===== src/rtl/edge_period_meter.sv =====
// rtl/edge_period_meter.sv - measures period and high time of an asynchronous signal in clk cycles
// One measurement per start: synchronise sig_in, wait for a rise, count to the next rise.
module edge_period_meter #(
   parameter int SYNC_STAGES = 2,
   parameter int CNT_W       = 8
) (
   input  logic             clk,
   input  logic             rst,
   input  logic             sig_in,
   input  logic             start,
   output logic [CNT_W-1:0] period,
   output logic [CNT_W-1:0] high_time,
   output logic             valid,
   output logic             busy,
   output logic             timeout
);

   typedef enum logic [1:0] {IDLE, WAIT_RISE, MEASURE} state_t;

   localparam logic [CNT_W-1:0] CNT_MAX = '1;
   localparam logic [CNT_W-1:0] CNT_ONE = CNT_W'(1);

   state_t                 state_q, state_d;
   logic [SYNC_STAGES-1:0] sync_q;
   logic                   prev_q;
   logic [CNT_W-1:0]       cnt_q, cnt_d;
   logic [CNT_W-1:0]       hi_cap_q, hi_cap_d;
   logic [CNT_W-1:0]       period_q, period_d;
   logic [CNT_W-1:0]       high_q, high_d;
   logic                   fall_seen_q, fall_seen_d;
   logic                   sync_out, rise, fall;

   assign sync_out = sync_q[SYNC_STAGES-1];
   assign rise     = sync_out & ~prev_q;
   assign fall     = ~sync_out & prev_q;

   always_ff @(posedge clk or posedge rst) begin
      if (rst) begin
         sync_q <= '0;
         prev_q <= 1'b0;
      end else begin
         sync_q <= {sync_q[SYNC_STAGES-2:0], sig_in};
         prev_q <= sync_out;
      end
   end

   always_ff @(posedge clk or posedge rst) begin
      if (rst) begin
         state_q     <= IDLE;
         cnt_q       <= '0;
         hi_cap_q    <= '0;
         fall_seen_q <= 1'b0;
         period_q    <= '0;
         high_q      <= '0;
      end else begin
         state_q     <= state_d;
         cnt_q       <= cnt_d;
         hi_cap_q    <= hi_cap_d;
         fall_seen_q <= fall_seen_d;
         period_q    <= period_d;
         high_q      <= high_d;
      end
   end

   always_comb begin
      state_d     = state_q;
      cnt_d       = cnt_q;
      hi_cap_d    = hi_cap_q;
      fall_seen_d = fall_seen_q;
      period_d    = period_q;
      high_d      = high_q;
      valid       = 1'b0;
      timeout     = 1'b0;
      case (state_q)
         IDLE: begin
            if (start) begin
               state_d = WAIT_RISE;
               cnt_d   = '0;
            end
         end
         WAIT_RISE: begin
            // a rise exactly at saturation still starts the measurement
            if (rise) begin
               state_d     = MEASURE;
               cnt_d       = CNT_ONE;
               fall_seen_d = 1'b0;
            end else if (cnt_q == CNT_MAX) begin
               timeout = 1'b1;
               state_d = IDLE;
            end else begin
               cnt_d = cnt_q + CNT_ONE;
            end
         end
         MEASURE: begin
            if (rise) begin
               period_d = cnt_q;
               high_d   = fall_seen_q ? hi_cap_q : cnt_q;
               valid    = 1'b1;
               state_d  = IDLE;
            end else if (cnt_q == CNT_MAX) begin
               timeout = 1'b1;
               state_d = IDLE;
            end else begin
               cnt_d = cnt_q + CNT_ONE;
               if (fall && !fall_seen_q) begin
                  hi_cap_d    = cnt_q;
                  fall_seen_d = 1'b1;
               end
            end
         end
         default: state_d = IDLE;
      endcase
   end

   assign busy      = (state_q != IDLE);
   assign period    = period_q;
   assign high_time = high_q;

endmodule

===== config.mk =====
export PLATFORM = sky130hd
export DESIGN_NAME = edge_period_meter
export DESIGN_NICKNAME = d
export VERILOG_FILES = /design/src/rtl/edge_period_meter.sv
export SDC_FILE = /design/constraint.sdc
export NUM_CORES = 1
export LEC_CHECK = 0
export ABC_AREA = 1
export BUFFER_PORTS_ARGS = -buffer_cell sky130_fd_sc_hd__buf_4
export CAP_MARGIN = 20
export CELL_PAD_IN_SITES_DETAIL_PLACEMENT = 1
export CELL_PAD_IN_SITES_GLOBAL_PLACEMENT = 1
export CORE_ASPECT_RATIO = 0.6
export CORE_MARGIN = 1
export CORE_UTILIZATION = 46
export DETAILED_ROUTE_END_ITERATION = 10
export GPL_ROUTABILITY_DRIVEN = 0
export GPL_TIMING_DRIVEN = 0
export PLACE_DENSITY = 0.92
export SYNTH_ARGS = -nofsm -noshare
export SYNTH_HDL_FRONTEND = slang
export SYNTH_SLANG_ARGS = --single-unit

===== constraint.sdc =====
create_clock -name clk -period 3.39 [get_ports clk]
set_input_delay 0.5085 -clock clk [delete_from_list [all_inputs] [get_ports clk]]
set_output_delay 0.5085 -clock clk [all_outputs]
set_load 0.01 [all_outputs]

==> results.md <==
- The wire length reported by the detailed router is 5457 um.
- Walking the worst path, the cells encountered are ha_1, nand2_1, nor2_4, nand2_2, buf_2, nor3_1, buf_4.
- The clock buffer count from CTS is 5.
- Summing all flip-flop and latch instances after layout gives 950.9 sq um.
- The simple-gate share of the synthesized area is 0.2987.
- Leaving out filler cells and counting taps, the final layout contains 324.
- TritonCTS built the clock tree.
- VDD sags by at most 0.3022 mV.
- The initial detailed-routing violation count is 118.
- The run finished with clean final reports.
- The first-pass GRT wire length is 9135 um.
- The areal power density over the cells is 650.5 nW/um^2.
- For this run, design rule violations remaining after detail routing come to 0.
- The clock net sink count is 38.
- The number of max-slew violations in the final report is 0.
- The count of vias placed by the detailed router is 1713.
- Using the TritonRoute via totals, the vias-per-cell ratio works out to 5.287.
- Timing would allow up to 406.9 MHz.
- The layout has 510 filler cells.
- In this run the count of I/O pins placed on the die edge is 23.
- In this run, synthesis produced a sequential element count of 38.
- The CTS root buffer is clkbuf_8.
- The initial utilization of the core area, before any placement, comes to 0.5065.
- The post-route core utilization is 0.5873.
- Of the synthesized area, sequential elements account for 0.4850.
- The number of antenna violations at the first check in global routing came to 0.
- The global routing's busiest layer is met2.
- The count of inserted antenna diode cells is 0.
- The number of gates resized after CTS was 0.
- The tool flagged a number of max-cap violations equal to 0.
- The largest stage delay on the critical path is 420 ps.
- The synthesized net count is 247.
- Setup violations remaining at the end of the flow were counted as 0.
- STA classifies the critical path startpoint as a register.
- Summed over all cells, the static leakage comes to 1.168 nW.
- The count of final hold-check violations is 0.
- The met2 routing resource usage after global routing is 0.4563.
- Including well taps, the total number of placed cells is 317.
- For this run the aggregate overflow at the end of global routing stands at 0.
- The number of nets with antenna violations after detailed routing is 0.
- After synthesis, the netlist uses 26 different library cells.
- The worst setup path is of the register to output pin kind.
- Of the cells placed in the final design, the portion with a size suffix greater than 1 is 0.2172.
- The final cycle utilization of the critical path is 0.7250.
- The compound-gate portion of the synthesized area is 0.1098.
- At the later pin of the worst-skew pair, clock insertion delay measures 290 ps.
- The class of the tightest hold or removal check is primary input to register.
- The synthesized area divided by synthesized cell count is 8.238 sq um.
- The aggregate negative setup slack is 0 ps.
- The required time of the critical path is 2880 ps.
- The clock skew is 6.386 ps.
- On the critical path the largest part of the delay comes from simple AND/OR/NAND/NOR gates.
- The cell area after synthesis is 1961 sq um.
- The endpoint arrival time on the critical path is 1950 ps.
- The placement row count is 17.
- The detailed placer's ending HPWL is 3855 um.
- The total track usage is 0.2784.
- The number of global-route vias before repair was 1757.
- Along the worst path, the maximum fanout reaches 10.
- The final layout contains 276 nets.
- The routed wire length per instance is 16.84 um.
- The die boundary height is 52.57 um.
- The adder-cell share of the synthesized area is 0.03191.
- The first TritonRoute pass finished after 4 iterations.
- After layout, the minimum clock period comes to 2458 ps.
- The post-synthesis xor/xnor area fraction is 0.
- In the final layout, the multi-input gates occupy 863.3 sq um.
- The buffer levels on the longest clock path is 2.
- Setup repair after global routing left no endpoint under its margin.
- By area, the combinational part of the netlist is dominated by simple AND/OR/NAND/NOR gates.
- Post-CTS timing repair inserted 0 buffers for setup.
- After clock tree synthesis, the clock-pin slew on the worst setup and hold paths is 70 ps.
- The multiplexer area fraction after synthesis is 0.
- The standard cell core area is 3871 sq um.
- The kind of end point of the critical path is an output pin.
- The H-tree depth is 2.
- The area of the die is 4536 sq um.
- For the pin with the worst max-slew slack, the measured transition is 799.5 ps.
- Entering global routing, the biggest net connects 39 pins.
- Counting every instance in the synthesized netlist gives 238.
- During synthesis, Yosys emitted a total of 0 warnings.
- Buffers placed on the I/O ports in this run total 22.
- The critical path contains buffers and inverters numbering 2 combined.
- Headroom to the max-slew limit came out at 0.4662.
- The met3 track utilization from global routing is 0.05984.
- For this design, the CTS-stage hold fixing added 0 buffers.
- The worst-path cell with the longest stage delay is dfrtp_1.
- The area growth from synthesis to final layout is 15.95%.
- For this run, global-route usage on met1 was measured as 0.3832.
- The x dimension of the die is 86.29 um.
[cell type report]
cell class,instances,share of cell area
plain buffers,7,0.01981
clock buffers,7,0.03357
inverters,27,0.04458
multi-input cells,166,0.3797
flip-flops and latches,38,0.4183
well taps,57,0.03137
repair buffers,22,0.07265
[cell usage after synthesis]
library cell,n,area share
inv_2,3,0.0057
o21ai_0,13,0.033
nor2_2,1,0.0032
nor2_8,1,0.010
a21oi_1,4,0.010
nand3_1,9,0.023
nand4_2,1,0.0064
buf_2,3,0.0077
nand4_1,3,0.0096
dfrtp_1,38,0.49
nand2_2,4,0.013
ha_1,5,0.032
clkbuf_1,2,0.0038
nand2_8,1,0.010
o21ai_1,9,0.023
nand2_1,83,0.16
nand2_4,1,0.0057
buf_6,2,0.011
nor3_2,1,0.0051
inv_1,24,0.046
nand3b_1,1,0.0038
a31oi_1,1,0.0032
o21ai_2,9,0.040
nor2_1,13,0.025
nor2_4,3,0.017
nor3_1,3,0.0077
[per-stage QoR]
step                total power [W]  setup slack (ps)  cell area, sq um  hold WS, ps
floorplan                 0.0009932              1596              1961        331.2
global placement           0.001133              1380              2197        344.9
detailed placement         0.001176              1332              2197        341.0
CTS                        0.001476             963.9              2273        317.9
global route               0.001576             856.6              2273        310.3
finish                     0.001479             932.3              2273        316.2
[kinds of logic (layout without fill, tap and decap cells)]
group,after synthesis,count (layout)
AND/OR/NAND/NOR,125,125
AO/OA/AOI/OAI,36,36
buffers and inverters,34,63
flip-flops,38,38
adder cells (fa/ha/maj),5,5
[where the power goes]
group          switching [W]  leakage (nW)  internal (W)
Combinational       0.000410         0.614      0.000215
Clock               0.000156        0.0383      0.000142
Sequential         0.0000435         0.516      0.000512
Total               0.000610          1.17      0.000869
[layer usage]
layer	vias to the layer above	wire [um]
li1	811	-
met1	850	2594
met2	44	2570
met3	8	248
met4	0	44
met5	-	0
[worst paths after layout]
kind | cells past startpoint | slack, ps | end | startpoint
worst max register to register | 10 | 1540 | cnt_q[2]$_DFFE_PP0P_ | state_q[0]$_DFFE_PP0P_
worst min register to register | 0 | 360 | sync_q[1]$_DFF_PP0_ | sync_q[0]$_DFF_PP0_
max in group asynchronous | 2 | 2500 | high_time[2]$_DFFE_PP0P_ | rst
worst max-delay path | 7 | 930 | timeout | cnt_q[0]$_DFFE_PP0P_
min in group asynchronous | 2 | 370 | period[0]$_DFFE_PP0P_ | rst
worst min-delay path | 1 | 320 | sync_q[0]$_DFF_PP0_ | sig_in
[sequential cells by signal, indices dropped and copies added (netlist names)]
| register | count |
|---|---|
| period | 8 |
| state_q | 2 |
| high_time | 8 |
| fall_seen_q | 1 |
| prev_q | 1 |
| sync_q | 2 |
| cnt_q | 8 |
| hi_cap_q | 8 |
[placed cells by master (no fill, tap or decap), types with 2 or more instances in the layout]
cell	n
a21oi_1	4
buf_2	3
buf_4	22
buf_6	2
clkbuf_1	4
clkbuf_8	5
dfrtp_1	38
ha_1	5
inv_1	23
inv_2	4
nand2_1	83
nand2_2	4
nand3_1	9
nand4_1	3
nor2_1	13
nor2_4	3
nor3_1	3
o21ai_0	13
o21ai_1	9
o21ai_2	9
No activity file was read; power rests on OpenSTA's default activity.
